==> config.mk <==
export PLATFORM = sky130hd
export DESIGN_NAME = s100_bus_hold_ctrl
export DESIGN_NICKNAME = d
export VERILOG_FILES = /design/src/rtl/s100_bus_pkg.sv /design/src/rtl/sync2_bus.sv /design/src/rtl/s100_bus_hold_ctrl.sv
export SDC_FILE = /design/constraint.sdc
export NUM_CORES = 1
export LEC_CHECK = 0
export BUFFER_PORTS_ARGS = -buffer_cell sky130_fd_sc_hd__buf_2
export CAP_MARGIN = 30
export CORE_ASPECT_RATIO = 0.75
export CORE_MARGIN = 4
export CORE_UTILIZATION = 60
export CTS_BUF_LIST = sky130_fd_sc_hd__clkbuf_16
export DETAILED_ROUTE_END_ITERATION = 12
export PLACE_DENSITY = 0.85
export SLEW_MARGIN = 20
export SYNTH_ARGS = -nofsm -noshare
export SYNTH_HDL_FRONTEND = slang
export SYNTH_SLANG_ARGS = --single-unit
==> constraint.sdc <==
create_clock -name pll0_250MHz -period 2.4 [get_ports pll0_250MHz]
set_input_delay 0.12 -clock pll0_250MHz [delete_from_list [all_inputs] [get_ports pll0_250MHz]]
set_output_delay 0.12 -clock pll0_250MHz [all_outputs]
set_load 0.05 [all_outputs]
==> src/rtl/s100_bus_pkg.sv <==
// Shared definitions for the S100 bus hold/hand-over logic.
package s100_bus_pkg;

    typedef enum logic [2:0] {
        ST_IDLE    = 3'd0,
        ST_BUSRQ   = 3'd1,
        ST_DISABLE = 3'd2,
        ST_GRANTED = 3'd3,
        ST_RELEASE = 3'd4,
        ST_RESTORE = 3'd5
    } bus_state_e;

    localparam int DEAD_W = 8;
    localparam int HOLD_W = 20;
    localparam int PRIO_W = 32;

    // Index of the lowest set bit (highest priority); 0 when the vector is empty.
    function automatic int lowest_set(input logic [PRIO_W-1:0] vec);
        lowest_set = 0;
        for (int i = PRIO_W - 1; i >= 0; i--) begin
            if (vec[i]) lowest_set = i;
        end
    endfunction

endpackage

==> src/rtl/sync2_bus.sv <==
// Parameterised-width two-flop synchronizer with asynchronous clear.
module sync2_bus #(
    parameter int WIDTH = 1
) (
    input  logic             clk_i,
    input  logic             rst_ni,
    input  logic [WIDTH-1:0] d_i,
    output logic [WIDTH-1:0] q_o
);

    logic [WIDTH-1:0] meta_q;
    logic [WIDTH-1:0] sync_q;

    // NOTE: non-blocking assignments make both stages sample on the same edge,
    // so the value really takes two clocks to cross.
    always_ff @(posedge clk_i or negedge rst_ni) begin
        if (!rst_ni) begin
            meta_q <= '0;
            sync_q <= '0;
        end else begin
            meta_q <= d_i;
            sync_q <= meta_q;
        end
    end

    assign q_o = sync_q;

endmodule

==> src/rtl/s100_bus_hold_ctrl.sv <==
// Hands the S100 bus from the Z80 to one of NREQ temporary masters, with
// turn-around dead time on both sides of the grant and a maximum hold time.
module s100_bus_hold_ctrl
    import s100_bus_pkg::*;
#(
    parameter int  NREQ        = 4,
    parameter int  DEAD_CYCLES = 8,
    parameter int  MAX_HOLD    = 65535,
    localparam int ID_W        = (NREQ > 1) ? $clog2(NREQ) : 1
) (
    input  logic            pll0_250MHz,
    input  logic            n_reset,
    input  logic [NREQ-1:0] hold_req,
    input  logic            cpu_busack,
    input  logic            err_clr,
    output logic            cpu_busrq,
    output logic            ctl_select,
    output logic [NREQ-1:0] grant,
    output logic            phlda,
    output logic [ID_W-1:0] active_id,
    output logic            timeout_err
);

    localparam logic [DEAD_W-1:0] DEAD_LOAD = DEAD_W'(DEAD_CYCLES);
    localparam logic [HOLD_W-1:0] HOLD_LAST = HOLD_W'(MAX_HOLD - 1);

    logic            rst_n_sync;
    logic [NREQ-1:0] req_s;
    logic [NREQ-1:0] eligible;
    logic            cur_req;
    logic            timeout_set;

    bus_state_e      state_q,   state_d;
    logic [ID_W-1:0] aid_q,     aid_d;
    logic [NREQ-1:0] grant_q,   grant_d;
    logic [NREQ-1:0] lockout_q, lockout_d;
    logic [DEAD_W-1:0] dead_q,  dead_d;
    logic [HOLD_W-1:0] hold_q,  hold_d;
    logic            busrq_q,   busrq_d;
    logic            sel_q,     sel_d;
    logic            phlda_q,   phlda_d;
    logic            terr_q,    terr_d;

    // Reset asserts immediately but leaves reset in step with the clock.
    sync2_bus #(.WIDTH(1)) u_rst_sync (
        .clk_i  (pll0_250MHz),
        .rst_ni (n_reset),
        .d_i    (1'b1),
        .q_o    (rst_n_sync)
    );

    sync2_bus #(.WIDTH(NREQ)) u_req_sync (
        .clk_i  (pll0_250MHz),
        .rst_ni (rst_n_sync),
        .d_i    (hold_req),
        .q_o    (req_s)
    );

    assign eligible = req_s & ~lockout_q;
    assign cur_req  = req_s[aid_q];

    always_comb begin
        // NOTE: every next-state signal gets a default first so that no path
        // through the case statement leaves one unassigned (no latches).
        state_d     = state_q;
        aid_d       = aid_q;
        grant_d     = grant_q;
        dead_d      = dead_q;
        hold_d      = hold_q;
        busrq_d     = busrq_q;
        sel_d       = sel_q;
        phlda_d     = phlda_q;
        timeout_set = 1'b0;
        lockout_d   = lockout_q & req_s;

        case (state_q)
            ST_IDLE: begin
                if (|eligible) begin
                    aid_d   = ID_W'(lowest_set(PRIO_W'(eligible)));
                    busrq_d = 1'b1;
                    state_d = ST_BUSRQ;
                end
            end
            ST_BUSRQ: begin
                if (!cur_req) begin
                    busrq_d = 1'b0;
                    state_d = ST_RESTORE;
                end else if (cpu_busack) begin
                    sel_d   = 1'b1;
                    dead_d  = DEAD_LOAD;
                    state_d = ST_DISABLE;
                end
            end
            ST_DISABLE: begin
                if (!cur_req) begin
                    busrq_d = 1'b0;
                    state_d = ST_RESTORE;
                end else if (dead_q <= DEAD_W'(1)) begin
                    grant_d        = '0;
                    grant_d[aid_q] = 1'b1;
                    phlda_d        = 1'b1;
                    hold_d         = '0;
                    state_d        = ST_GRANTED;
                end else begin
                    dead_d = dead_q - DEAD_W'(1);
                end
            end
            ST_GRANTED: begin
                if (!cur_req || hold_q == HOLD_LAST) begin
                    if (cur_req) begin
                        timeout_set      = 1'b1;
                        lockout_d[aid_q] = 1'b1;
                    end
                    grant_d = '0;
                    phlda_d = 1'b0;
                    dead_d  = DEAD_LOAD;
                    state_d = ST_RELEASE;
                end else begin
                    hold_d = hold_q + HOLD_W'(1);
                end
            end
            ST_RELEASE: begin
                if (dead_q <= DEAD_W'(1)) begin
                    sel_d   = 1'b0;
                    busrq_d = 1'b0;
                    state_d = ST_RESTORE;
                end else begin
                    dead_d = dead_q - DEAD_W'(1);
                end
            end
            ST_RESTORE: begin
                sel_d   = 1'b0;
                busrq_d = 1'b0;
                if (!cpu_busack) state_d = ST_IDLE;
            end
            default: state_d = ST_IDLE;
        endcase

        terr_d = timeout_set | (terr_q & ~err_clr);
    end

    always_ff @(posedge pll0_250MHz or negedge rst_n_sync) begin
        if (!rst_n_sync) begin
            state_q   <= ST_IDLE;
            aid_q     <= '0;
            grant_q   <= '0;
            lockout_q <= '0;
            dead_q    <= '0;
            hold_q    <= '0;
            busrq_q   <= 1'b0;
            sel_q     <= 1'b0;
            phlda_q   <= 1'b0;
            terr_q    <= 1'b0;
        end else begin
            state_q   <= state_d;
            aid_q     <= aid_d;
            grant_q   <= grant_d;
            lockout_q <= lockout_d;
            dead_q    <= dead_d;
            hold_q    <= hold_d;
            busrq_q   <= busrq_d;
            sel_q     <= sel_d;
            phlda_q   <= phlda_d;
            terr_q    <= terr_d;
        end
    end

    assign cpu_busrq   = busrq_q;
    assign ctl_select  = sel_q;
    assign grant       = grant_q;
    assign phlda       = phlda_q;
    assign active_id   = aid_q;
    assign timeout_err = terr_q;

endmodule
==> out/metrics.json, run 1 <==
{
  "slew_viol_final": {"value": 0},
  "critPathArrivalTime": {"value": 2.51, "unit": "ns"},
  "antenna_found_initial": {"value": 0},
  "setup-violations-final": {"value": 0},
  "critical_path_peak_fanout": {"value": 5},
  "place.gp.congestion": {"value": 0.915},
  "vias_per_cell": {"value": 6.46},
  "start_util": {"value": 62.6, "unit": "%"},
  "cts_buffer_depth": {"value": 2},
  "ir_drop": {"value": 684, "unit": "uV"},
  "unique_cell_type_count_in_the_yosys_netlist": {"value": 57},
  "postRouteAntennaNets": {"value": 0},
  "die_w": {"value": 87.3, "unit": "um"},
  "vias_in_the_first_global_route": {"value": 2452},
  "postSynthRegisterBits": {"value": 55},
  "place.detailed.instances": {"value": 368},
  "post_synth_main_area_contributors": {"value": "sky130_fd_sc_hd__dfrtp_1 49%, sky130_fd_sc_hd__o21ai_0 3.9%, sky130_fd_sc_hd__a21oi_1 3.7%"},
  "fill_cells": {"value": 320},
  "finalHoldViolCount": {"value": 0},
  "postSynth.asyncResetShare": {"value": 100, "unit": "%"},
  "tightestPinTransition": {"value": 0.615, "unit": "ns"},
  "cts_tree": {"value": "yes"},
  "worst_setup_hold_path_clk_slew": {"value": 0.08, "unit": "ns"},
  "placement.cell_area": {"value": 3080, "unit": "um^2"},
  "cts-root-buf": {"value": "sky130_fd_sc_hd__clkbuf_16"},
  "die-area": {"value": 5890, "unit": "um^2"},
  "syn_nets": {"value": 301},
  "synth-main-ff-cell": {"value": "sky130_fd_sc_hd__dfrtp_1"},
  "synth_sequential_area_ratio": {"value": 48.7, "unit": "%"},
  "power.leakage": {"value": 1.44, "unit": "nW"},
  "global_route.overflow_total": {"value": 0},
  "finalNetCount": {"value": 340},
  "timing_worst_setup_path_type": {"value": "reg2reg"},
  "post_route_cells_drive_above_1_share": {"value": 19.1, "unit": "%"},
  "cp.required": {"value": 2.58, "unit": "ns"},
  "grt_first_pass_wirelength": {"value": 11600, "unit": "um"},
  "synthToLayoutAreaGrowth": {"value": 17.8, "unit": "%"},
  "synth_top_area_cell": {"value": "sky130_fd_sc_hd__dfrtp_1"},
  "firstDrtPassIters": {"value": 5},
  "timing.setup.tns": {"value": 0, "unit": "ns"},
  "maxCapViolations": {"value": 0},
  "yosys_warnings": {"value": 0},
  "timing.fmax": {"value": 0.430, "unit": "GHz"},
  "number_of_cell_rows": {"value": 21},
  "dpl.hpwl": {"value": 4580, "unit": "um"},
  "n_antenna_cell": {"value": 0},
  "floorplan.io_pins": {"value": 18},
  "holdWs": {"value": 0.00233, "unit": "ns"},
  "global_route.usage.total": {"value": 25.4, "unit": "%"},
  "period_needed": {"value": 2.33, "unit": "ns"},
  "drt_iter0_drc": {"value": 193},
  "vert_die_dim": {"value": 67.5, "unit": "um"},
  "design_power_total": {"value": 0.00355, "unit": "W"},
  "netlist_instances": {"value": 289},
  "instances_no_fill": {"value": 386},
  "synth_enable_flop_cells": {"value": 0},
  "slew-limit-headroom": {"value": 59.0, "unit": "%"},
  "route.detailed.drc": {"value": 0},
  "io_buffer_count": {"value": 17},
  "setup.worst_path.start_class": {"value": "flip-flop"},
  "hold_path.class": {"value": "in2reg"},
  "final_standard_cell_area_without_fillers": {"value": 3330, "unit": "um^2"},
  "clock_latency": {"value": 0.30, "unit": "ns"},
  "fp.coreArea": {"value": 4520, "unit": "um^2"},
  "numCtsBuffers": {"value": 5},
  "mappedNetlistArea": {"value": 2830, "unit": "um^2"},
  "post-synth-top-area-fraction": {"value": 48.7, "unit": "%"},
  "drt-total-wl": {"value": 6550, "unit": "um"},
  "syn_avg_cell_area": {"value": 9.79, "unit": "um^2"},
  "drt-wirelength-per-cell": {"value": 17.0, "unit": "um"},
  "cts_sinks": {"value": 55},
  "num_vias": {"value": 2494},
  "power.density": {"value": 1070, "unit": "nW/um^2"},
  "worstSetupEndpointType": {"value": "flip-flop"},
  "clock-skew-final": {"value": 0.00534, "unit": "ns"},
  "timing.final.crit_share": {"value": 97.0, "unit": "%"},
  "grt_max_degree": {"value": 29},
  "run_status": {"value": "finished, final reports clean"},
  "cts.htree.levels": {"value": 2}
}
## logic make-up after synthesis
kind of cell	share of synthesized area (%)
adder cells (fa/ha/maj)	2.12
XOR/XNOR	1.24
AND/OR/NAND/NOR	23.0
buffers and inverters	3.27
other	0.133
flip-flops	48.7
multiplexers	1.90
AO/OA/AOI/OAI	19.7
## timing repair
item,CTS,global route
setup endpoints to repair,0,15
buffers inserted,0,5
hold buffers,5,0
hold endpoints to repair,6,0
gates resized for setup,0,3
## power by group
group	internal [W]	switching, W	total (W)
clock	0.000404	0.000364	0.000769
combinational	0.000635	0.000881	0.00152
sequential	0.00108	0.000186	0.00127
## cells in the mapped netlist, types with 3 or more instances
library cell	n
sky130_fd_sc_hd__o211ai_1	4
sky130_fd_sc_hd__or3_1	9
sky130_fd_sc_hd__o21ai_0	22
sky130_fd_sc_hd__nand2_1	22
sky130_fd_sc_hd__nor2_1	19
sky130_fd_sc_hd__o31ai_1	7
sky130_fd_sc_hd__and3_1	4
sky130_fd_sc_hd__nand3_1	13
sky130_fd_sc_hd__a31oi_1	3
sky130_fd_sc_hd__nor2b_1	5
sky130_fd_sc_hd__o2bb2ai_1	3
sky130_fd_sc_hd__ha_1	4
sky130_fd_sc_hd__nand2b_1	5
sky130_fd_sc_hd__or4_1	7
sky130_fd_sc_hd__inv_1	11
sky130_fd_sc_hd__clkbuf_1	8
sky130_fd_sc_hd__o41ai_1	5
sky130_fd_sc_hd__and2_1	4
sky130_fd_sc_hd__dfrtp_1	55
sky130_fd_sc_hd__and4_1	4
sky130_fd_sc_hd__xor2_1	3
sky130_fd_sc_hd__a21oi_1	21
sky130_fd_sc_hd__nor3_1	6
sky130_fd_sc_hd__nand4_1	4
## flip-flops by register name, indices dropped and copies added (netlist names)
name / count
u_req_sync.meta_q: 4
hold_q: 20
active_id: 2
timeout_err: 1
lockout_q: 4
u_req_sync.q_o: 4
dead_q: 8
cpu_busrq: 1
ctl_select: 1
phlda: 1
u_rst_sync.q_o: 1
grant: 4
state_q: 3
u_rst_sync.meta_q: 1
## layer usage
| layer | track usage, % | wire (um) | vias to the layer above |
|---|---|---|---|
| met5 | 0 | 0 | - |
| met4 | 7.47 | 115 | 0 |
| met3 | 4.15 | 507 | 18 |
| met2 | 38.9 | 2920 | 128 |
| met1 | 37.4 | 3000 | 1197 |
| li1 | - | - | 1151 |
## path summary, 6_finish.rpt
check                      cells past startpoint              to  slack, ns      startpoint
max                                            6       dead_q[4]       0.07    active_id[0]
min                                            2     timeout_err      0.002         err_clr
max reg2reg                                    6       dead_q[4]       0.07    active_id[0]
min reg2reg                                    0    lockout_q[2]       0.28  u_rst_sync.q_o
max in group asynchronous                      1       dead_q[1]       1.56  u_rst_sync.q_o
min in group asynchronous                      2  u_rst_sync.q_o       0.14         n_reset
## critical path, cell delays in order, from the launching register on
cell	delay, ns
sky130_fd_sc_hd__dfrtp_2	0.45
sky130_fd_sc_hd__mux4_2	0.41
sky130_fd_sc_hd__buf_4	0.13
sky130_fd_sc_hd__nand3_1	0.11
sky130_fd_sc_hd__o211a_1	0.33
sky130_fd_sc_hd__or3_4	0.42
sky130_fd_sc_hd__a221o_1	0.37
## stage by stage
| stage | worst slack [ns] | util [%] |
|---|---|---|
| global route | -0.00227 | 73.8 |
| floorplan | 0.00626 | - |
| CTS | 0.00938 | 72.7 |
| detailed placement | 0.0504 | 68.1 |
| global placement | 0.111 | 68.1 |
| finish | 0.0723 | 73.8 |
## final cells by class
cell class | instances | area [um^2] | area share, %
Timing Repair Buffer | 43 | 305 | 9.16
Clock inverter | 3 | 31.3 | 0.938
Clock buffer | 5 | 125 | 3.75
Tap cell | 57 | 71.3 | 2.14
Multi-Input combinational cell | 212 | 1380 | 41.4
Sequential cell | 55 | 1380 | 41.4
Inverter | 11 | 41.3 | 1.24
## cell usage in the layout (no fill, tap or decap), drive strengths merged, types with 2 or more instances in the layout
| cell type | count |
|---|---|
| nor4b | 2 |
| and4 | 4 |
| or3 | 9 |
| o41ai | 5 |
| or2 | 2 |
| and3 | 4 |
| dfrtp | 55 |
| ha | 4 |
| clkbuf | 5 |
| nand4 | 4 |
| nor2b | 5 |
| nand2 | 22 |
| o211ai | 4 |
| o31ai | 7 |
| o2bb2ai | 3 |
| mux2i | 2 |
| nor3 | 6 |
| dlygate4sd3 | 5 |
| o21ai | 24 |
| xor2 | 3 |
| a21o | 2 |
| nand3 | 13 |
| nand2b | 5 |
| nor4 | 3 |
| and2 | 5 |
| or4 | 9 |
| buf | 38 |
| a31oi | 3 |
| a21oi | 21 |
| inv | 13 |
| nor2 | 19 |
No activity file was read; power rests on OpenSTA's default activity.
==> run 2, diff against run 1 <==
--- a/config.mk
+++ b/config.mk
@@ -6,14 +6,16 @@
 export NUM_CORES = 1
 export LEC_CHECK = 0
 export BUFFER_PORTS_ARGS = -buffer_cell sky130_fd_sc_hd__buf_2
-export CAP_MARGIN = 30
+export CAP_MARGIN = 5
 export CORE_ASPECT_RATIO = 0.75
 export CORE_MARGIN = 4
 export CORE_UTILIZATION = 60
 export CTS_BUF_LIST = sky130_fd_sc_hd__clkbuf_16
 export DETAILED_ROUTE_END_ITERATION = 12
 export PLACE_DENSITY = 0.85
+export SKIP_CTS_REPAIR_TIMING = 1
 export SLEW_MARGIN = 20
 export SYNTH_ARGS = -nofsm -noshare
 export SYNTH_HDL_FRONTEND = slang
+export SYNTH_HIERARCHICAL = 1
 export SYNTH_SLANG_ARGS = --single-unit
==> out/metrics.json, run 2 <==
{
  "cts_buffer_depth": {"value": 2, "change": "unchanged"},
  "start_util": {"value": 62.6, "unit": "%", "change": "about the same"},
  "cts-root-buf": {"value": "sky130_fd_sc_hd__clkbuf_16"},
  "cp.required": {"value": 2.57, "unit": "ns", "change": "about the same"},
  "drt-wirelength-per-cell": {"value": 17.2, "unit": "um", "change": "+1.3%"},
  "timing.critical_path.cells": {"value": "or3_1 > nor4_1 > o22ai_1 > nand2_1 > mux2_2"},
  "place.gp.congestion": {"value": 0.853, "change": "-6.7%"},
  "slew_viol_final": {"value": 0, "change": "unchanged"},
  "cts_tree": {"value": "yes"},
  "postRouteAntennaNets": {"value": 0, "change": "unchanged"},
  "fp.coreArea": {"value": 4520, "unit": "um^2", "change": "unchanged"},
  "ir_drop": {"value": 776, "unit": "uV", "change": "+13%"},
  "final_standard_cell_area_without_fillers": {"value": 3240, "unit": "um^2", "change": "-2.9%"},
  "synthToLayoutAreaGrowth": {"value": 14.4, "unit": "%"},
  "placement.cell_area": {"value": 3000, "unit": "um^2", "change": "-2.6%"},
  "worst_path_max_delay_cell": {"value": "sky130_fd_sc_hd__or3_1"},
  "fill_cells": {"value": 305, "change": "-4.7%"},
  "power.density": {"value": 1060, "unit": "nW/um^2", "change": "about the same"},
  "syn_nets": {"value": 295, "change": "-2.0%"},
  "regToRegSetupSlack": {"value": 0.13, "unit": "ns", "change": "+0.06 ns"},
  "registers.top_by_ff_count": {"value": "hold_q"},
  "cells_on_worst_reg2reg_path": {"value": 5, "change": "-1"},
  "critPathTopFamily": {"value": "simple AND/OR/NAND/NOR gates"},
  "fin_ws": {"value": 0.129, "unit": "ns", "change": "+0.0564 ns"},
  "synth-main-ff-cell": {"value": "sky130_fd_sc_hd__dfrtp_1"},
  "setup.worst_path.start_class": {"value": "flip-flop"},
  "post_synth_main_area_contributors": {"value": "sky130_fd_sc_hd__dfrtp_1 49%, sky130_fd_sc_hd__a21oi_1 3.4%, sky130_fd_sc_hd__nor2_1 2.7%"},
  "mostFrequentLayoutCell": {"value": "sky130_fd_sc_hd__dfrtp_1"},
  "slowest_cell_delay_on_critical_path": {"value": 0.49, "unit": "ns", "change": "+0.04 ns"},
  "num_vias": {"value": 2363, "change": "-5.3%"},
  "global_route.usage.total": {"value": 23.3, "unit": "%", "change": "-2.0 points"},
  "worstSetupEndpointType": {"value": "flip-flop"},
  "timing.fmax": {"value": 0.440, "unit": "GHz", "change": "+2.5%"},
  "mappedNetlistArea": {"value": 2830, "unit": "um^2", "change": "about the same"},
  "synth_top_area_cell": {"value": "sky130_fd_sc_hd__dfrtp_1"},
  "timing.final.crit_share": {"value": 94.6, "unit": "%", "change": "-2.4 points"},
  "yosys_warnings": {"value": 6, "change": "+6"},
  "io_buffer_count": {"value": 17, "change": "unchanged"},
  "cts.htree.levels": {"value": 2, "change": "unchanged"},
  "period_needed": {"value": 2.27, "unit": "ns", "change": "-0.0564 ns"},
  "netlist_instances": {"value": 283, "change": "-2.1%"},
  "post_route_cells_drive_above_1_share": {"value": 16.3, "unit": "%", "change": "-2.8 points"},
  "global_route.overflow_total": {"value": 0, "change": "unchanged"},
  "n_antenna_cell": {"value": 0, "change": "unchanged"},
  "synth_sequential_area_ratio": {"value": 48.6, "unit": "%", "change": "about the same"},
  "unrepaired_setup_endpoints_after_global_routing": {"value": "no"},
  "grt_max_degree": {"value": 26, "change": "-10%"},
  "postSynth.asyncResetShare": {"value": 100, "unit": "%", "change": "unchanged"},
  "synth_enable_flop_cells": {"value": 0, "change": "unchanged"},
  "numCtsBuffers": {"value": 5, "change": "unchanged"},
  "vias_in_the_first_global_route": {"value": 2218, "change": "-9.5%"},
  "crit_end": {"value": "dead_q[1]"},
  "setup-violations-final": {"value": 0, "change": "unchanged"},
  "finalNetCount": {"value": 323, "change": "-5.0%"},
  "top_cells_by_instance_count_after_synthesis": {"value": "55 x sky130_fd_sc_hd__dfrtp_1, 20 x sky130_fd_sc_hd__nor2_1, 19 x sky130_fd_sc_hd__a21oi_1"},
  "worst_setup_hold_path_clk_slew": {"value": 0.07, "unit": "ns", "change": "about the same"},
  "largest_reg_flops": {"value": 20, "change": "unchanged"},
  "run_status": {"value": "finished, final reports clean"},
  "rr_startpoint": {"value": "dead_q[3]"},
  "power.leakage": {"value": 1.48, "unit": "nW", "change": "+2.7%"},
  "drt_iter0_drc": {"value": 211, "change": "+9.3%"},
  "grt_first_pass_wirelength": {"value": 10600, "unit": "um", "change": "-8.4%"},
  "largestRegisters": {"value": "hold_q (20), dead_q (8)"},
  "path_depth": {"value": 5, "change": "-1"},
  "place_worst_setup_slack": {"value": 0.206, "unit": "ns", "change": "+0.156 ns"},
  "tightestPinTransition": {"value": 0.574, "unit": "ns", "change": "-0.0414 ns"},
  "worstReg2RegEnd": {"value": "dead_q[1]"},
  "die-area": {"value": 5890, "unit": "um^2", "change": "about the same"},
  "unique_cell_type_count_in_the_yosys_netlist": {"value": 61, "change": "+7.0%"},
  "dpl.hpwl": {"value": 4380, "unit": "um", "change": "-4.3%"},
  "slew-limit-headroom": {"value": 61.8, "unit": "%", "change": "+2.8 points"},
  "worst-path-buf-inv": {"value": 0, "change": "-1"},
  "critical_path_peak_fanout": {"value": 7, "change": "+2"},
  "syn_avg_cell_area": {"value": 10.0, "unit": "um^2", "change": "+2.2%"},
  "floorplan.io_pins": {"value": 18, "change": "unchanged"},
  "route.detailed.drc": {"value": 0, "change": "unchanged"},
  "timing_worst_setup_path_type": {"value": "reg2reg"},
  "final_cell_mix": {"value": "54 x sky130_fd_sc_hd__dfrtp_1, 20 x sky130_fd_sc_hd__nor2_1, 19 x sky130_fd_sc_hd__a21oi_1"},
  "vert_die_dim": {"value": 67.5, "unit": "um", "change": "about the same"},
  "crit_path_start": {"value": "dead_q[3]"},
  "die_w": {"value": 87.3, "unit": "um", "change": "about the same"},
  "clock_latency": {"value": 0.30, "unit": "ns", "change": "about the same"},
  "number_of_cell_rows": {"value": 21, "change": "unchanged"},
  "synth.most_common_cell": {"value": "sky130_fd_sc_hd__dfrtp_1"},
  "maxCapViolations": {"value": 0, "change": "unchanged"},
  "vias_per_cell": {"value": 6.40, "change": "-0.89%"},
  "critPathArrivalTime": {"value": 2.44, "unit": "ns", "change": "-0.07 ns"},
  "firstDrtPassIters": {"value": 5, "change": "unchanged"},
  "post-synth-top-area-fraction": {"value": 48.6, "unit": "%", "change": "about the same"},
  "timing.setup.tns": {"value": 0, "unit": "ns", "change": "unchanged"},
  "drt-total-wl": {"value": 6340, "unit": "um", "change": "-3.2%"},
  "postSynthRegisterBits": {"value": 55, "change": "unchanged"},
  "finalHoldViolCount": {"value": 0, "change": "unchanged"},
  "antenna_found_initial": {"value": 0, "change": "unchanged"},
  "clock-skew-final": {"value": 0.00894, "unit": "ns", "change": "+0.00361 ns"},
  "cts_sinks": {"value": 55, "change": "unchanged"},
  "hold_path.class": {"value": "in2reg"}
}
[run 2: changes by cell type after synthesis, sizes merged, moves of 5 or more]
cell | before | now
a22o | 0 | 6
xnor2 | 1 | 6
buf | 3 | 10
nand2 | 22 | 17
o21ai | 24 | 14
[run 2: area by class of cell]
class,count,area [um^2],area share (%)
Sequential cell,55,1380,42.5
Multi-Input combinational cell,200,1320,40.6
Timing Repair Buffer,35,233,7.19
Clock buffer,5,125,3.86
Tap cell,57,71.3,2.20
Clock inverter,3,63.8,1.97
Inverter,14,52.6,1.62
[run 2: cell families (layout without fill, tap and decap cells)]
logic type | count (synthesis) | after routing | share of synthesized area, %
other | 1 | 1 | 0.132
AOI/OAI and AO/OA | 80 | 80 | 19.2
buffers and inverters | 28 | 57 | 4.91
xor gates and xnor gates | 7 | 7 | 2.17
muxes | 5 | 5 | 2.34
DFF | 55 | 55 | 48.6
and+or+nand+nor | 103 | 103 | 20.9
adders and majority gates | 4 | 4 | 1.77
[run 2: metal layers]
layer / up-vias / wire (um) / GRT usage [%]
li1: 1096 / - / -
met1: 1161 / 2950 / 31.9
met2: 97 / 2920 / 37.8
met3: 9 / 403 / 4.76
met4: 0 / 67 / 6.90
met5: - / 0 / 0
[run 2: power by group]
part,internal [W],switching [W]
Sequential,0.00109,0.000155
Clock,0.000594,0.000320
Combinational,0.000470,0.000814
Total,0.00216,0.00129
[run 2: stage by stage]
step	hold slack, ns	std cells	total power [W]	util, %
2_1_floorplan	-0.176	283	0.00220	-
5_1_grt	0.0108	369	0.00365	71.7
4_1_cts	-0.396	364	0.00344	70.5
3_3_place_gp	-0.0946	356	0.00246	66.4
3_5_place_dp	-0.0925	356	0.00250	66.4
6_report	0.0161	369	0.00345	71.7
[run 2: how the worst min path moves through the flow]
stage | from | end | slack (ns) | cells after the start
after global routing | err_clr | timeout_err | 0.01 | 2
after floorplan | n_reset | u_rst_sync/meta_q | -0.18 | 0
after detailed placement | n_reset | u_rst_sync/meta_q | -0.09 | 1
after CTS | n_reset | u_rst_sync/q_o | -0.40 | 1
after global placement | n_reset | u_rst_sync/meta_q | -0.09 | 1
final | err_clr | timeout_err | 0.02 | 2
[run 2: worst register-to-register path, delay by kind of cell (launching register included)]
| kind | cells | cell delay, ns |
|---|---|---|
| AND/OR/NAND/NOR | 3 | 1.17 |
| flip-flops | 1 | 0.40 |
| multiplexers | 1 | 0.37 |
| AO/OA/AOI/OAI | 1 | 0.21 |
